===== src/rtl/adder_pkg.sv =====
// Shared constants for the adder AXI4-Lite peripheral: register word indices,
// response codes and channel state types.
package adder_pkg;

  localparam logic [31:0] WORD_A      = 32'd0;
  localparam logic [31:0] WORD_B      = 32'd1;
  localparam logic [31:0] WORD_SUM    = 32'd2;
  localparam logic [31:0] WORD_STATUS = 32'd3;
  localparam logic [31:0] WORD_CTRL   = 32'd4;

  localparam logic RESP_OKAY   = 1'b0;
  localparam logic RESP_SLVERR = 1'b1;

  typedef enum logic [1:0] {W_IDLE, W_ACCEPT, W_RESP} wr_state_t;
  typedef enum logic [1:0] {R_IDLE, R_ACCEPT, R_DATA} rd_state_t;

endpackage


===== src/rtl/adder_core.sv =====
// Combinational arithmetic core: add, or subtract when op=1.
// The carry output holds the add carry-out, or the borrow (a < b) when subtracting.
module adder_core #(
  parameter int DATA_WIDTH = 32
) (
  input  logic [DATA_WIDTH-1:0] a,
  input  logic [DATA_WIDTH-1:0] b,
  input  logic                  op,
  output logic [DATA_WIDTH-1:0] sum,
  output logic                  carry
);

  logic [DATA_WIDTH:0] wide;

  // The extra MSB of the widened difference is the unsigned borrow.
  always_comb begin
    if (op) wide = {1'b0, a} - {1'b0, b};
    else    wide = {1'b0, a} + {1'b0, b};
  end

  assign sum   = wide[DATA_WIDTH-1:0];
  assign carry = wide[DATA_WIDTH];

endmodule


===== src/rtl/adder.sv =====
// AXI4-Lite slave around adder_core: A/B operand registers, read-only SUM/STATUS.
// ADDER_SUB_EN adds CTRL at 0x10 (bit0 selects subtraction).
//   state    | meaning
//   W_IDLE   | waiting for awvalid && wvalid
//   W_ACCEPT | awready/wready high, write lands this edge
//   W_RESP   | bvalid high until bready
//   R_IDLE   | waiting for arvalid
//   R_ACCEPT | arready high, rdata sampled this edge
//   R_DATA   | rvalid high until rready
module adder
  import adder_pkg::*;
#(
  parameter int DATA_WIDTH = 32,
  parameter int ADDR_WIDTH = 8
) (
  input  logic                    s1_axi_aclk,
  input  logic                    s1_axi_aresetn,
  input  logic [ADDR_WIDTH-1:0]   s1_axi_awaddr,
  input  logic                    s1_axi_awvalid,
  output logic                    s1_axi_awready,
  input  logic [DATA_WIDTH-1:0]   s1_axi_wdata,
  input  logic [DATA_WIDTH/8-1:0] s1_axi_wstrb,
  input  logic                    s1_axi_wvalid,
  output logic                    s1_axi_wready,
  output logic                    s1_axi_bresp,
  output logic                    s1_axi_bvalid,
  input  logic                    s1_axi_bready,
  input  logic [ADDR_WIDTH-1:0]   s1_axi_araddr,
  input  logic                    s1_axi_arvalid,
  output logic                    s1_axi_arready,
  output logic [DATA_WIDTH-1:0]   s1_axi_rdata,
  output logic                    s1_axi_rresp,
  output logic                    s1_axi_rvalid,
  input  logic                    s1_axi_rready
);

  localparam int STRB_WIDTH = DATA_WIDTH / 8;

  wr_state_t wr_state, wr_next;
  rd_state_t rd_state, rd_next;

  logic [DATA_WIDTH-1:0] a_reg, b_reg, sum;
  logic                  carry, op;
  logic [31:0]           wr_word, rd_word;
  logic                  wr_ok, rd_err;
  logic [DATA_WIDTH-1:0] rd_val;
  logic                  unused_addr_bits;

  assign wr_word          = 32'(s1_axi_awaddr[ADDR_WIDTH-1:2]);
  assign rd_word          = 32'(s1_axi_araddr[ADDR_WIDTH-1:2]);
  assign unused_addr_bits = ^{s1_axi_awaddr[1:0], s1_axi_araddr[1:0]};

`ifdef ADDER_SUB_EN
  logic op_reg;
  assign op = op_reg;
`else
  assign op = 1'b0;
`endif

  adder_core #(.DATA_WIDTH(DATA_WIDTH)) u_core (
    .a     (a_reg),
    .b     (b_reg),
    .op    (op),
    .sum   (sum),
    .carry (carry)
  );

  always_ff @(posedge s1_axi_aclk or negedge s1_axi_aresetn) begin
    if (!s1_axi_aresetn) begin
      wr_state <= W_IDLE;
      rd_state <= R_IDLE;
    end else begin
      wr_state <= wr_next;
      rd_state <= rd_next;
    end
  end

  // Ready is registered one cycle after valid so no output follows an input during reset.
  always_comb begin
    wr_next        = wr_state;
    s1_axi_awready = 1'b0;
    s1_axi_wready  = 1'b0;
    s1_axi_bvalid  = 1'b0;
    case (wr_state)
      W_IDLE:   if (s1_axi_awvalid && s1_axi_wvalid) wr_next = W_ACCEPT;
      W_ACCEPT: begin
        s1_axi_awready = 1'b1;
        s1_axi_wready  = 1'b1;
        wr_next        = W_RESP;
      end
      W_RESP: begin
        s1_axi_bvalid = 1'b1;
        if (s1_axi_bready) wr_next = W_IDLE;
      end
      default:  wr_next = W_IDLE;
    endcase
  end

  always_comb begin
    rd_next        = rd_state;
    s1_axi_arready = 1'b0;
    s1_axi_rvalid  = 1'b0;
    case (rd_state)
      R_IDLE:   if (s1_axi_arvalid) rd_next = R_ACCEPT;
      R_ACCEPT: begin
        s1_axi_arready = 1'b1;
        rd_next        = R_DATA;
      end
      R_DATA: begin
        s1_axi_rvalid = 1'b1;
        if (s1_axi_rready) rd_next = R_IDLE;
      end
      default:  rd_next = R_IDLE;
    endcase
  end

  always_comb begin
    wr_ok = 1'b0;
    case (wr_word)
      WORD_A, WORD_B: wr_ok = 1'b1;
`ifdef ADDER_SUB_EN
      WORD_CTRL:      wr_ok = 1'b1;
`else
      WORD_CTRL:      wr_ok = 1'b0;
`endif
      default:        wr_ok = 1'b0;
    endcase
  end

  always_ff @(posedge s1_axi_aclk or negedge s1_axi_aresetn) begin
    if (!s1_axi_aresetn) begin
      a_reg        <= '0;
      b_reg        <= '0;
      s1_axi_bresp <= RESP_OKAY;
`ifdef ADDER_SUB_EN
      op_reg       <= 1'b0;
`endif
    end else if (wr_state == W_ACCEPT) begin
      s1_axi_bresp <= wr_ok ? RESP_OKAY : RESP_SLVERR;
      for (int i = 0; i < STRB_WIDTH; i++) begin
        if (s1_axi_wstrb[i]) begin
          if (wr_word == WORD_A) a_reg[i*8 +: 8] <= s1_axi_wdata[i*8 +: 8];
          if (wr_word == WORD_B) b_reg[i*8 +: 8] <= s1_axi_wdata[i*8 +: 8];
        end
      end
`ifdef ADDER_SUB_EN
      if (wr_word == WORD_CTRL && s1_axi_wstrb[0]) op_reg <= s1_axi_wdata[0];
`endif
    end
  end

  always_comb begin
    rd_val = '0;
    rd_err = 1'b0;
    case (rd_word)
      WORD_A:      rd_val = a_reg;
      WORD_B:      rd_val = b_reg;
      WORD_SUM:    rd_val = sum;
      WORD_STATUS: rd_val = DATA_WIDTH'(carry);
`ifdef ADDER_SUB_EN
      WORD_CTRL:   rd_val = DATA_WIDTH'(op_reg);
`else
      WORD_CTRL:   rd_err = 1'b1;
`endif
      default:     rd_err = 1'b1;
    endcase
  end

  // Sampling at the accept edge returns pre-write values for a coincident write.
  always_ff @(posedge s1_axi_aclk or negedge s1_axi_aresetn) begin
    if (!s1_axi_aresetn) begin
      s1_axi_rdata <= '0;
      s1_axi_rresp <= RESP_OKAY;
    end else if (rd_state == R_ACCEPT) begin
      s1_axi_rdata <= rd_val;
      s1_axi_rresp <= rd_err ? RESP_SLVERR : RESP_OKAY;
    end
  end

endmodule


===== config.mk =====
export PLATFORM = sky130hd
export DESIGN_NAME = adder
export DESIGN_NICKNAME = d
export VERILOG_FILES = /design/src/rtl/adder_pkg.sv /design/src/rtl/adder_core.sv /design/src/rtl/adder.sv
export SDC_FILE = /design/constraint.sdc
export NUM_CORES = 1
export LEC_CHECK = 0
export ABC_CLOCK_PERIOD_IN_PS = 4200
export CORE_MARGIN = 2
export CORE_UTILIZATION = 51
export CTS_CLUSTER_SIZE = 20
export DETAILED_ROUTE_END_ITERATION = 12
export GPL_ROUTABILITY_DRIVEN = 0
export GPL_TIMING_DRIVEN = 0
export PLACE_DENSITY = 0.81
export SYNTH_ARGS = -nofsm -noshare
export SYNTH_HDL_FRONTEND = slang
export SYNTH_HIERARCHICAL = 1
export SYNTH_SLANG_ARGS = --single-unit

===== constraint.sdc =====
create_clock -name s1_axi_aclk -period 4.2 [get_ports s1_axi_aclk]
set_input_delay 0.84 -clock s1_axi_aclk [delete_from_list [all_inputs] [get_ports s1_axi_aclk]]
set_output_delay 0.84 -clock s1_axi_aclk [all_outputs]
set_load 0.1 [all_outputs]

==> results.cfg <==
[outcome]
status = complete, no violations

[critical_path]
crit_chain = inv_2, ha_4, nor4b_4, and3_4, buf_4, nand2_2, nor3_2, nor2_1, xnor2_1, ha_1, buf_6, nand2_2, o211ai_1, a31o_1, a22o_1, a41o_1, nand4_1, o311ai_2, mux4_2, a22o_1
cpPeakStageDelay_ns = 0.49
cp_num_buf_inv = 3
cp_data_arrival_time_ns = 4.45
crit_family = compound AO/OA/AOI/OAI gates
critPathRequiredTime_ns = 4.45
crit_fanout = 8
critPathLaunchType = flop
r2r_end = s1_axi_rdata[0]
crit_type = reg2reg
r2r_cells = 20
regToRegSetupSlack_ns = 0.0003
cp_slowest_cell = mux4_2
r2r-start = b_reg[0]
endpoint_kind = flop

[finish]
final_cells = 989
area_growth_pct = 26.9
n_antenna_cell = 0
fill_cells = 996
drive_gt1_frac = 0.230
fin_util = 0.668
final_area_mm2 = 0.00895
fin_nets = 901

[floorplanning]
die_width_um = 122
dieArea_mm2 = 0.0148
rows = 42
core_area_mm2 = 0.0134
io_pins = 98
start_util = 0.527
chipHeight_um = 122

[clocking]
holdBufCountCts = 0
cts_buffers = 9
cts.reportedPaths.clkPinSlew_ns = 0.06
cts_sinks = 102
tritoncts = done
cts_max_path_buffers = 2
root_buffer = clkbuf_16
clk_latency_ns = 0.37
cts.htree.levels = 3

[sta]
slew-limit-headroom = 0.336
setup_viol = 0
finalCriticalPeriod_ns = 4.20
fin_ws_ns = 0.000282
skew_ns = 0.00844
max_freq_mhz = 238
hold_ws_ns = 0.457
fin_setup_tns_ns = 0
worstMarginPinSlew_ns = 0.992
slew_viol_final = 0
period_share = 1.00
rsz0062_at_grt = yes
hold_viol = 0

[global_route]
grtUsageTotal = 0.261
grt_pass1_wl_um = 30300
grt_pass1_vias = 6035
overflow = 0
antenna_found_initial = 0
grt_max_degree = 53

[synth]
synth_area_mm2 = 0.00706
synth_ff_type = dfrtp_1
ys_seq_area_frac = 0.362
synthCells = 674
synth_cell_types = 69
syn_area_per_cell_um2 = 10.5
synth_top_area_frac = 0.362
yosysTopAreaCell = dfrtp_1
synth_edf_count = 0
ys_top_cells_by_area = dfrtp_1 36%, mux2_2 9.9%, ha_1 5.9%
synthArstFlopShare = 1.00
ys_warn_count = 6
ys_seq_elements = 102

[worst_hold_path]
min_path_cells = 1
hold_class = reg2reg
hp-start = wr_state[1]
hold_path_end = wr_state[0]

[power]
p_total_mw = 3.75
p_per_area_mw_per_mm2 = 419
vdd_drop_max_uv = 258
leakage_nw = 4.09

[placement]
dp_cells = 946
dp_slack_ns = -0.760
hpwl_um = 13800
place_area_mm2 = 0.00823
io_buffers = 91

[flow_run]
maxCapViolCount = 0

[detailed_routing]
drc = 0
drt_first_pass_iters = 5
first_iter_violations = 515
routed_wl_um = 19100
ant_nets = 0
wl_per_cell_um = 19.3
num_vias = 6087
via_per_inst = 6.15
-- final cells by class --
type / count / area, um^2 / share of cell area
clock inverters: 6 / 37.5 / 0.00419
flip-flops and latches: 102 / 2560 / 0.286
repair buffers: 124 / 1190 / 0.133
inverters: 26 / 97.6 / 0.0109
well taps: 176 / 220 / 0.0246
multi-input cells: 514 / 4460 / 0.498
clock buffers: 10 / 239 / 0.0267
plain buffers: 31 / 154 / 0.0172
-- where the power goes --
part	switching [mW]	internal, mW	total, mW
registers	0.0487	1.03	1.08
clock network	0.371	0.415	0.786
logic	1.09	0.794	1.89
-- cells by family after synthesis --
| group | count (synthesis) | synth area share |
|---|---|---|
| AO/OA/AOI/OAI | 188 | 0.203 |
| XOR/XNOR | 56 | 0.0695 |
| adder cells (fa/ha/maj) | 34 | 0.0614 |
| buffers and inverters | 62 | 0.0383 |
| flip-flops | 102 | 0.362 |
| multiplexers | 98 | 0.152 |
| other | 1 | 0.000531 |
| AND/OR/NAND/NOR | 133 | 0.113 |
-- repair_timing --
item                                   in CTS  in global routing
setup buffers                              19                 13
endpoints found under the hold margin       0                  0
resized for setup                          25                 33
pin swaps                                  11                 17
setup endpoints to repair                  14                 11
-- per-layer routing --
metal	wire length, um	vias to the layer above	track usage
li1	-	2798	-
met2	8950	282	0.429
met3	1330	51	0.0487
met4	537	0	0.0970
met5	0	-	0
met1	8270	2956	0.346
-- synth_stat cells, drive strengths merged, types with 12 or more instances --
cell and n:
dfrtp 102, mux2i 33, nor2 43, nor3 13
ha 33, xnor2 46, o21ai 19, inv 25
a22o 33, o2bb2ai 31, nand2 18, a21o 12
a31oi 16, clkbuf 25, a21oi 35, mux2 64
-- how the worst max path moves through the flow --
stage | from | end | cells past startpoint
2_1_floorplan | b_reg[0] | s1_axi_rdata[0] | 19
3_3_place_gp | s1_axi_aresetn | s1_axi_rdata[23] | 1
3_5_place_dp | b_reg[0] | s1_axi_rdata[0] | 19
4_1_cts | b_reg[15] | s1_axi_rdata[0] | 16
5_1_grt | b_reg[0] | s1_axi_rdata[0] | 20
6_report | b_reg[0] | s1_axi_rdata[0] | 20
-- layout by cell type (no fill, tap or decap), types with 6 or more instances in the layout --
cell,synthesis,routed
o2bb2ai_1,31,31
nor2_1,43,41
a21o_1,12,12
buf_4,3,30
inv_1,25,23
nand2b_1,9,9
o21ai_0,15,14
dfrtp_1,102,98
buf_6,3,8
clkbuf_16,0,9
nand2_1,18,16
a31oi_1,16,12
a22o_1,33,33
nor3_1,13,9
mux2i_1,33,33
mux2_2,62,62
a21oi_1,32,29
xor2_1,10,10
xnor2_1,46,45
clkbuf_1,25,21
clkdlybuf4s50_1,0,90
a21oi_2,3,6
ha_1,33,30
No activity file was read; power rests on OpenSTA's default activity.
